===== config.mk =====
export PLATFORM = sky130hd
export DESIGN_NAME = regfile_sb_flat
export DESIGN_NICKNAME = d
export VERILOG_FILES = /design/src/rtl/regfile_sb_if.sv /design/src/rtl/regfile_sb.sv /design/src/flat_wrapper.sv
export SDC_FILE = /design/constraint.sdc
export NUM_CORES = 2
export LEC_CHECK = 0
export BUFFER_PORTS_ARGS = -buffer_cell sky130_fd_sc_hd__buf_2
export CAP_MARGIN = 20
export CORE_ASPECT_RATIO = 0.5
export CORE_MARGIN = 2
export CORE_UTILIZATION = 60
export CTS_CLUSTER_DIAMETER = 150
export DETAILED_ROUTE_END_ITERATION = 10
export GPL_ROUTABILITY_DRIVEN = 0
export PLACE_DENSITY_LB_ADDON = 0.3
export SETUP_SLACK_MARGIN = 0.2
export SYNTH_ARGS = -nofsm -noshare
export SYNTH_HDL_FRONTEND = slang
export SYNTH_SLANG_ARGS = --single-unit

===== constraint.sdc =====
create_clock -name i_clk -period 2.61 [get_ports i_clk]
set_input_delay 0 -clock i_clk [delete_from_list [all_inputs] [get_ports i_clk]]
set_output_delay 0 -clock i_clk [all_outputs]
set_load 0.05 [all_outputs]

===== src/rtl/regfile_sb_if.sv =====
// regfile_sb_if : bus bundle for the register file / scoreboard.
//   master (decode/writeback side) drives read addresses, issue and writeback;
//   slave (regfile_sb) returns operands, per-operand busy, issue-ready, err.
// Signals:
//   raddr[p]  read address of port p (packed, port p at bits p*ADDR_W)
//   rdata[p]  read data of port p (combinational)
//   rbusy[p]  operand at port p still has a pending producer
//   iss_valid/iss_addr/iss_ready  destination issue
//   we/waddr/wdata                writeback
//   err                           sticky overflow/underflow flag
interface regfile_sb_if #(
  parameter int DATA_W = 32,
  parameter int ADDR_W = 5,
  parameter int NUM_RD = 2
);
  logic [NUM_RD-1:0][ADDR_W-1:0] raddr;
  logic [NUM_RD-1:0][DATA_W-1:0] rdata;
  logic [NUM_RD-1:0]             rbusy;
  logic                          iss_valid;
  logic [ADDR_W-1:0]             iss_addr;
  logic                          iss_ready;
  logic                          we;
  logic [ADDR_W-1:0]             waddr;
  logic [DATA_W-1:0]             wdata;
  logic                          err;

  modport master (
    output raddr, iss_valid, iss_addr, we, waddr, wdata,
    input  rdata, rbusy, iss_ready, err
  );

  modport slave (
    input  raddr, iss_valid, iss_addr, we, waddr, wdata,
    output rdata, rbusy, iss_ready, err
  );
endinterface


===== src/rtl/regfile_sb.sv =====
// regfile_sb : multi-read-port register file with a per-register
// pending-write scoreboard (saturating counters).
// Ports:
//   i_clk    rising-edge clock
//   i_rst_n  asynchronous active-low reset (clears data, counters, err)
//   rf       regfile_sb_if.slave bundle (reads, issue, writeback, err)
// Optional feature: define REGFILE_BYPASS_EN to forward the writeback data
// and the decremented pending count onto the read ports in the write cycle.
// Register 0 is hard-wired to zero and never busy when ZERO_REG=1.

// One read port: zero-register masking and optional write bypass.
module regfile_sb_rdport #(
  parameter int DATA_W   = 32,
  parameter int ADDR_W   = 5,
  parameter int PEND_W   = 2,
  parameter int ZERO_REG = 1
) (
  input  logic [ADDR_W-1:0] i_raddr,
  input  logic [DATA_W-1:0] i_word,
  input  logic [PEND_W-1:0] i_cnt,
  input  logic              i_we,
  input  logic [ADDR_W-1:0] i_waddr,
  input  logic [DATA_W-1:0] i_wdata,
  output logic [DATA_W-1:0] o_rdata,
  output logic              o_rbusy
);
  logic w_zero;
  assign w_zero = (ZERO_REG != 0) && (i_raddr == '0);

`ifdef REGFILE_BYPASS_EN
  logic w_hit;
  assign w_hit = i_we && (i_waddr == i_raddr) && !w_zero;
  assign o_rdata = w_zero ? '0 : (w_hit ? i_wdata : i_word);
  // Busy from cnt-1 on a hit; a hit on cnt==0 is an underflow and must not
  // wrap to "busy", hence cnt>1 rather than cnt-1!=0.
  assign o_rbusy = !w_zero && (w_hit ? (i_cnt > PEND_W'(1)) : (i_cnt != '0));
`else
  logic w_unused_byp;
  assign w_unused_byp = ^{i_we, i_waddr, i_wdata};
  assign o_rdata = w_zero ? '0 : i_word;
  assign o_rbusy = !w_zero && (i_cnt != '0);
`endif
endmodule

module regfile_sb #(
  parameter int DATA_W   = 32,
  parameter int ADDR_W   = 5,
  parameter int NUM_RD   = 2,
  parameter int PEND_W   = 2,
  parameter int ZERO_REG = 1
) (
  input logic        i_clk,
  input logic        i_rst_n,
  regfile_sb_if.slave rf
);
  localparam int              DEPTH = 2 ** ADDR_W;
  localparam logic [PEND_W-1:0] CMAX = '1;

  logic [DEPTH-1:0][DATA_W-1:0] r_mem;
  logic [DEPTH-1:0][PEND_W-1:0] r_cnt;
  logic                         r_err;

  logic [DEPTH-1:0] w_inc;
  logic [DEPTH-1:0] w_dec;
  logic             w_iss_zero;
  logic             w_wr_zero;
  logic             w_same;
  logic             w_ovf;
  logic             w_unf;

  assign w_iss_zero = (ZERO_REG != 0) && (rf.iss_addr == '0);
  assign w_wr_zero  = (ZERO_REG != 0) && (rf.waddr == '0);
  // Issue and writeback hitting one register cancel out.
  assign w_same     = rf.iss_valid && rf.we && (rf.iss_addr == rf.waddr);

  // Register 0 is excluded here so its counter never moves.
  always_comb begin
    w_inc = '0;
    w_dec = '0;
    for (int i = 0; i < DEPTH; i++) begin
      w_inc[i] = rf.iss_valid && (rf.iss_addr == ADDR_W'(i)) && !((ZERO_REG != 0) && (i == 0));
      w_dec[i] = rf.we && (rf.waddr == ADDR_W'(i)) && !((ZERO_REG != 0) && (i == 0));
    end
  end

  assign w_ovf = rf.iss_valid && !w_iss_zero && !w_same && (r_cnt[rf.iss_addr] == CMAX);
  assign w_unf = rf.we && !w_wr_zero && !w_same && (r_cnt[rf.waddr] == '0);

  always_ff @(posedge i_clk or negedge i_rst_n) begin
    if (!i_rst_n) begin
      r_mem <= '0;
      r_cnt <= '0;
      r_err <= 1'b0;
    end else begin
      if (rf.we && !w_wr_zero) r_mem[rf.waddr] <= rf.wdata;
      for (int i = 0; i < DEPTH; i++) begin
        case ({w_inc[i], w_dec[i]})
          2'b10:   if (r_cnt[i] != CMAX) r_cnt[i] <= r_cnt[i] + 1'b1;
          2'b01:   if (r_cnt[i] != '0)   r_cnt[i] <= r_cnt[i] - 1'b1;
          default: ;
        endcase
      end
      if (w_ovf || w_unf) r_err <= 1'b1;
    end
  end

  // A writeback to the saturated register this cycle frees a slot.
  assign rf.iss_ready = w_iss_zero || (r_cnt[rf.iss_addr] != CMAX) ||
                        (rf.we && (rf.waddr == rf.iss_addr));
  assign rf.err = r_err;

  for (genvar p = 0; p < NUM_RD; p++) begin : g_rd
    regfile_sb_rdport #(
      .DATA_W(DATA_W), .ADDR_W(ADDR_W), .PEND_W(PEND_W), .ZERO_REG(ZERO_REG)
    ) u_rd (
      .i_raddr (rf.raddr[p]),
      .i_word  (r_mem[rf.raddr[p]]),
      .i_cnt   (r_cnt[rf.raddr[p]]),
      .i_we    (rf.we),
      .i_waddr (rf.waddr),
      .i_wdata (rf.wdata),
      .o_rdata (rf.rdata[p]),
      .o_rbusy (rf.rbusy[p])
    );
  end
endmodule


===== src/flat_wrapper.sv =====
// flat-port wrapper written by rule: the top's interface ports become plain ports
module regfile_sb_flat 
#(
  parameter int DATA_W   = 32,
  parameter int ADDR_W   = 5,
  parameter int NUM_RD   = 2,
  parameter int PEND_W   = 2,
  parameter int ZERO_REG = 1
)
  (i_clk, i_rst_n, rf_raddr, rf_iss_valid, rf_iss_addr, rf_we, rf_waddr, rf_wdata, rf_rdata, rf_rbusy, rf_iss_ready, rf_err);
  regfile_sb_if #(.DATA_W(DATA_W), .ADDR_W(ADDR_W), .NUM_RD(NUM_RD)) rf_i ();
  input logic i_clk;
  input logic i_rst_n;
  input wire logic [$bits(rf_i.raddr)-1:0] rf_raddr;
  input wire logic [$bits(rf_i.iss_valid)-1:0] rf_iss_valid;
  input wire logic [$bits(rf_i.iss_addr)-1:0] rf_iss_addr;
  input wire logic [$bits(rf_i.we)-1:0] rf_we;
  input wire logic [$bits(rf_i.waddr)-1:0] rf_waddr;
  input wire logic [$bits(rf_i.wdata)-1:0] rf_wdata;
  output wire logic [$bits(rf_i.rdata)-1:0] rf_rdata;
  output wire logic [$bits(rf_i.rbusy)-1:0] rf_rbusy;
  output wire logic [$bits(rf_i.iss_ready)-1:0] rf_iss_ready;
  output wire logic [$bits(rf_i.err)-1:0] rf_err;
  assign rf_i.raddr = rf_raddr;
  assign rf_i.iss_valid = rf_iss_valid;
  assign rf_i.iss_addr = rf_iss_addr;
  assign rf_i.we = rf_we;
  assign rf_i.waddr = rf_waddr;
  assign rf_i.wdata = rf_wdata;
  assign rf_rdata = rf_i.rdata;
  assign rf_rbusy = rf_i.rbusy;
  assign rf_iss_ready = rf_i.iss_ready;
  assign rf_err = rf_i.err;
  regfile_sb #(.DATA_W(DATA_W), .ADDR_W(ADDR_W), .NUM_RD(NUM_RD), .PEND_W(PEND_W), .ZERO_REG(ZERO_REG)) u_core (.i_clk(i_clk), .i_rst_n(i_rst_n), .rf(rf_i));
endmodule

* Yosys cells after proc, flatten, opt, wreduce, memory -nomap -nowiden
Cells that the tools add are included.
** Word-level totals
- Register bits after elaboration :: 1087
- Bits of input ports :: 56
- Output and inout bits :: 68
- Logic and storage cells :: 644
** Cells by class
- Reductions and logical operators :: 182
- Order comparisons :: 5
- Add/subtract/negate cells :: 62
- Muxes and demuxes :: 110
- Equality and inequality tests :: 221
** Operator list (number)
- $bwmux 1024 :: 1
- $bmux 32 s5 :: 2
- $demux 32 s5 :: 1
- $eq 5x5->1 const B :: 32
- $mux 32 :: 5
- $mux 2 :: 66
- $reduce_bool 2->1 :: 64
- $ne 2x1->1 const B :: 62
- $pmux 2 s2 :: 31
- $reduce_and 3->1 :: 31
- $eq 5x4->1 const B :: 16
- $logic_and 1x1->1 :: 74
- $eq 2x2->1 const B :: 32
- $ne 2x2->1 const B :: 32
- $add 2x1->2 const B :: 31
- $eq 2x1->1 const B :: 31
- $sub 2x1->2 const B :: 31
- $bmux 2 s5 :: 4
- $eq 5x3->1 const B :: 8
- $lt 5x6->1 const B :: 4
- $eq 5x2->1 const B :: 4
- $logic_not 5->1 :: 4
- $eq 5x1->1 const B :: 2
- $eq 5x5->1 :: 2
- other kinds (4) :: 10

* Logic depth before layout (Yosys ltp)
- Depth after elaboration :: 6
- Mapped depth :: 13
- Depth with buffers taken out :: 10

* Modules after synthesis
From an unflattened synthesis, not the netlist that was laid out.
** Second synthesis, totals
- Cells, all modules :: 4296
- Area total of the unflattened synthesis :: 60739.5 sq um
** Modules (own cells, without submodules)
- regfile_sb :: area each 60138.9 sq um, seq. area each 27201.1 sq um, instances 1, cells each 4212
- regfile_sb_rdport :: area each 300.3 sq um, seq. area each 0.0 sq um, instances 2, cells each 42

* Worst setup path after synthesis
OpenSTA, ideal clock, no wires.
- Path type :: input to register
- Start :: in rf_iss_addr[0]
- End :: reg u_core.r_cnt[40] in the netlist's numbering
- Setup time :: 126 ps
- Stages :: 10
- Buffers on the path :: 3
- Data arrival time :: 1898 ps
- Slack :: 586 ps
- Required time :: 2484 ps
- Cells stage by stage :: buf_2 buf_4 nor2_1 and3_1 clkbuf_1 nand2_1 or2_2 ha_1 o21ai_0 a221o_1
** On the way
- Word-level cells in the longest chain between the ends :: 5
- Elaborated cells between the ends (all ways) :: 9
- Those cells by class :: 5 x eq/ne; 1 x mux; 3 x reduce/logical
** Ends and longest elaborated chain
- start, declared :: line flat_wrapper.sv:16 : input wire logic [$bits(rf_i.iss_addr)-1:0] rf_iss_addr;
- $eq 5x5->1 * :: line regfile_sb.sv:81 : w_inc[i] = rf.iss_valid && (rf.iss_addr == ADDR_W'(i)) && !((ZERO_REG != 0) && (i == 0));
- $logic_and 1x1->1 * :: line regfile_sb.sv:81
- $eq 2x1->1 / $eq 2x2->1 (equally long branches) :: line regfile_sb.sv:97 : case ({w_inc[i], w_dec[i]})
- $ne 2x1->1 (no source line) / $reduce_bool 2->1 (equally long branches)
- $reduce_and 3->1 (no source line)
- end signal, assigned :: line regfile_sb.sv:92 : r_cnt <= '0;
- end, declared :: line regfile_sb.sv:60 : logic [DEPTH-1:0][PEND_W-1:0] r_cnt;
Mark *: on every way between the ends. The rest lies on a longest branch, timed or not.
A chain may end at the register's enable or synchronous reset.

* Worst setup path in the final report
- Start :: reg u_core.r_mem[991] in the netlist's numbering
- End :: out rf_rdata[31]
** On the way
- Word-level cells in the longest chain between the ends :: 3
** Ends and longest elaborated chain
- start, declared :: line regfile_sb.sv:59 : logic [DEPTH-1:0][DATA_W-1:0] r_mem;
- start signal, assigned by index :: line regfile_sb.sv:95 : if (rf.we && !w_wr_zero) r_mem[rf.waddr] <= rf.wdata;
- $bmux 32 s5 :: line regfile_sb.sv:117 : .i_word (r_mem[rf.raddr[p]]),
- $mux 32 (implied by the code) :: line regfile_sb.sv:117
- $mux 32 :: line regfile_sb.sv:40 : assign o_rdata = w_zero ? '0 : i_word;
- end, declared :: line flat_wrapper.sv:20 : output wire logic [$bits(rf_i.rdata)-1:0] rf_rdata;
No other way between the ends. The select of a mux whose other input is x is not followed.

==> impl_results.md <==
* CP Data Arrival Time at 2630 ps
* Final Worst Setup Slack at -20.8 ps
* First-pass GRT wire length at 269 mm
* DP Worst Slack at 130 ps
* Pins Over Slew Limit at 0
* Violated checks: negative setup slack
* DRT Wirelength at 179 mm
* Port Buffers at 123
* Row count at 81
* Final setup viols at 3
* Largest net degree at the start of global routing at 111
* Root Driver: clkbuf_16
* Antenna Violating Nets Remaining at 0
* Hold Worst Slack at 46.5 ps
* Max cap viols at 0
* Vias per inst at 7.18
* Nets at 4368
* WP data required at 2610 ps
* Cell Pwr Density at 745 nW/µm²
* Core area at 98000 µm²
* Most frequent cells in the layout: dfrtp_1, mux2_2, mux4_2
* YS warnings at 0
* CTS Sinks at 1087
* Crit path time final at 2630 ps
* Worst-path fanout max at 3
* Critical path class: flop to primary output
* Share of cells above drive strength 1 at 0.496
* Die Footprint at 102000 µm²
* N_diodes at 0
* Synth Flop Type: dfrtp_1
* Yosys reg bits at 1087
* Post-Synthesis Cells at 4140
* Worst Tran Pin Value at 855 ps
* Dpl cell area at 63200 µm²
* Slew headroom at 0.430
* HPWL after detailed placement at 107 mm
* Antenna violations before repair at 0
* Hold crit path type: input pin to async pin
* I/O pins at 124
* Commonest non-fill, non-tap cell in the layout: dfrtp_1
* FILL cells at 6188
* Via count at 40854
* RSZ-0062 raised after global routing: yes
* Initial Utilization at 0.607
* CP Launch Type: flop
* Max clock buf depth at 3
* H-tree levels at 3
* Sequential area share after synthesis at 0.457
* Syn_nets at 4218
* Total GRT Usage at 0.358
* Die width at 449 µm
* Crit share post-route at 1.01
* Post-synthesis instance area at 59500 µm²
* First DRT Iteration DRCs at 5637
* TritonCTS clock tree: built
* Clock-pin slew on the worst setup and hold paths at 70 ps
* Fin Clk Skew at 34.4 ps
* Post-synth ARST share at 1.00
* GRT overflow at 0
* VDD IR max at 619 µV
* Outcome: finished with violations
* Vias in the first global route at 41903
* Pleak at 29.9 nW
* Layout area overhead at 14.5%
* Final Cell Area at 68200 µm²
* Library cells used by synthesis at 59
* Chip Height at 227 µm
* CP Capture Type: primary output
* Post-Syn Area per Cell at 14.4 µm²
* Max Fclk at 0.380 GHz
* CTS buffer count at 97
* First-pass DRT Iterations at 6
* FF-to-FF path depth at 8
* Wire length per cell at 31.4 µm
* Worst skew pair latency at 710 ps
* EDFF count, synth at 0
* Residual DRC at 0
* Final Hold Vio Count at 0
==> cells in the mapped netlist (27+ instances only) <==
library cell  instances  area (µm²)
dfrtp_1            1087       27200
inv_1                30         113
mux4_2              673       15200
buf_1                27         101
mux2_1              101        1140
mux2i_1              71         711
a21oi_1              59         295
o21ai_0              49         245
nand2_1             464        1740
nor2_1              171         642
buf_2               132         661
mux2_2              766        8630
clkbuf_1            250         938
==> cell type report <==
type / count / area, µm² / share of cell area
multi-input cells: 2587 / 30800 / 0.452
repair buffers: 487 / 5100 / 0.0748
inverters: 30 / 113 / 0.00165
clock inverters: 40 / 464 / 0.00681
flip-flops and latches: 1087 / 27200 / 0.400
well taps: 1328 / 1660 / 0.0244
clock buffers: 133 / 2790 / 0.0409
==> metrics by stage <==
stage / TNS [ps] / utilization / total power, mW / std cells
after detailed placement: 0 / 0.645 / 34.6 / 5401
after global placement: 0 / 0.645 / 33.9 / 5401
after floorplan: 0 / - / 31.1 / 4140
after global routing: -412 / 0.696 / 52.6 / 5692
after CTS: -80.4 / 0.694 / 50.5 / 5679
final: -26.5 / 0.696 / 50.8 / 5692
==> registers in the layout, indices dropped and copies added (netlist names) <==
name,count
u_core.r_mem,1024
u_core.rf.err,1
u_core.r_cnt,62
==> path summary, 6_finish.rpt <==
kind / start / end / slack (ps)
worst max-delay path: u_core.r_mem[991] / rf_rdata[31] / -20
worst min-delay path: i_rst_n / u_core.r_mem[200] / 50
worst max register to register: u_core.r_cnt[53] / u_core.rf.err / 490
worst min register to register: u_core.r_mem[10] / u_core.r_mem[10] / 390
max in group asynchronous: i_rst_n / u_core.r_mem[163] / 1830
min in group i_clk: rf_waddr[1] / u_core.r_cnt[49] / 130
==> logic make-up (layout without fill, tap and decap cells) <==
family	count (synthesis)	after routing	synth area share
and+or+nand+nor	774	774	0.0553
AOI/OAI and AO/OA	174	174	0.0176
muxes	1611	1611	0.431
DFF	1087	1087	0.457
adders and majority gates	22	22	0.00462
buffers and inverters	466	690	0.0341
xor gates and xnor gates	6	6	0.000883
==> critical path, cell delays in order, from the launching register on <==
cell	delay, ps
dfrtp_1	400
mux4_2	470
mux4_2	500
mux2i_2	190
buf_4	170
nor2_2	40
buf_6	160
==> power breakdown <==
part	switching (mW)	internal [mW]
Sequential	2.61	20.1
Clock	6.75	8.21
Combinational	5.65	7.51
==> layer usage <==
metal	global-route usage	vias to the layer above	share of wire
li1	-	15922	-
met5	0	-	0
met4	0.158	0	0.046
met1	0.496	21629	0.37
met2	0.538	2731	0.46
met3	0.0995	572	0.12
==> timing repair <==
action / in CTS / in global routing
hold buffers: 42 / 0
gates resized for setup: 210 / 17
setup buffers: 63 / 13
hold endpoints to repair: 1916 / 0
pin swaps: 6 / 20
endpoints found under the setup margin: 67 / 67
cloned: 0 / 0
Note: power is estimated with default switching activity, not from simulation.
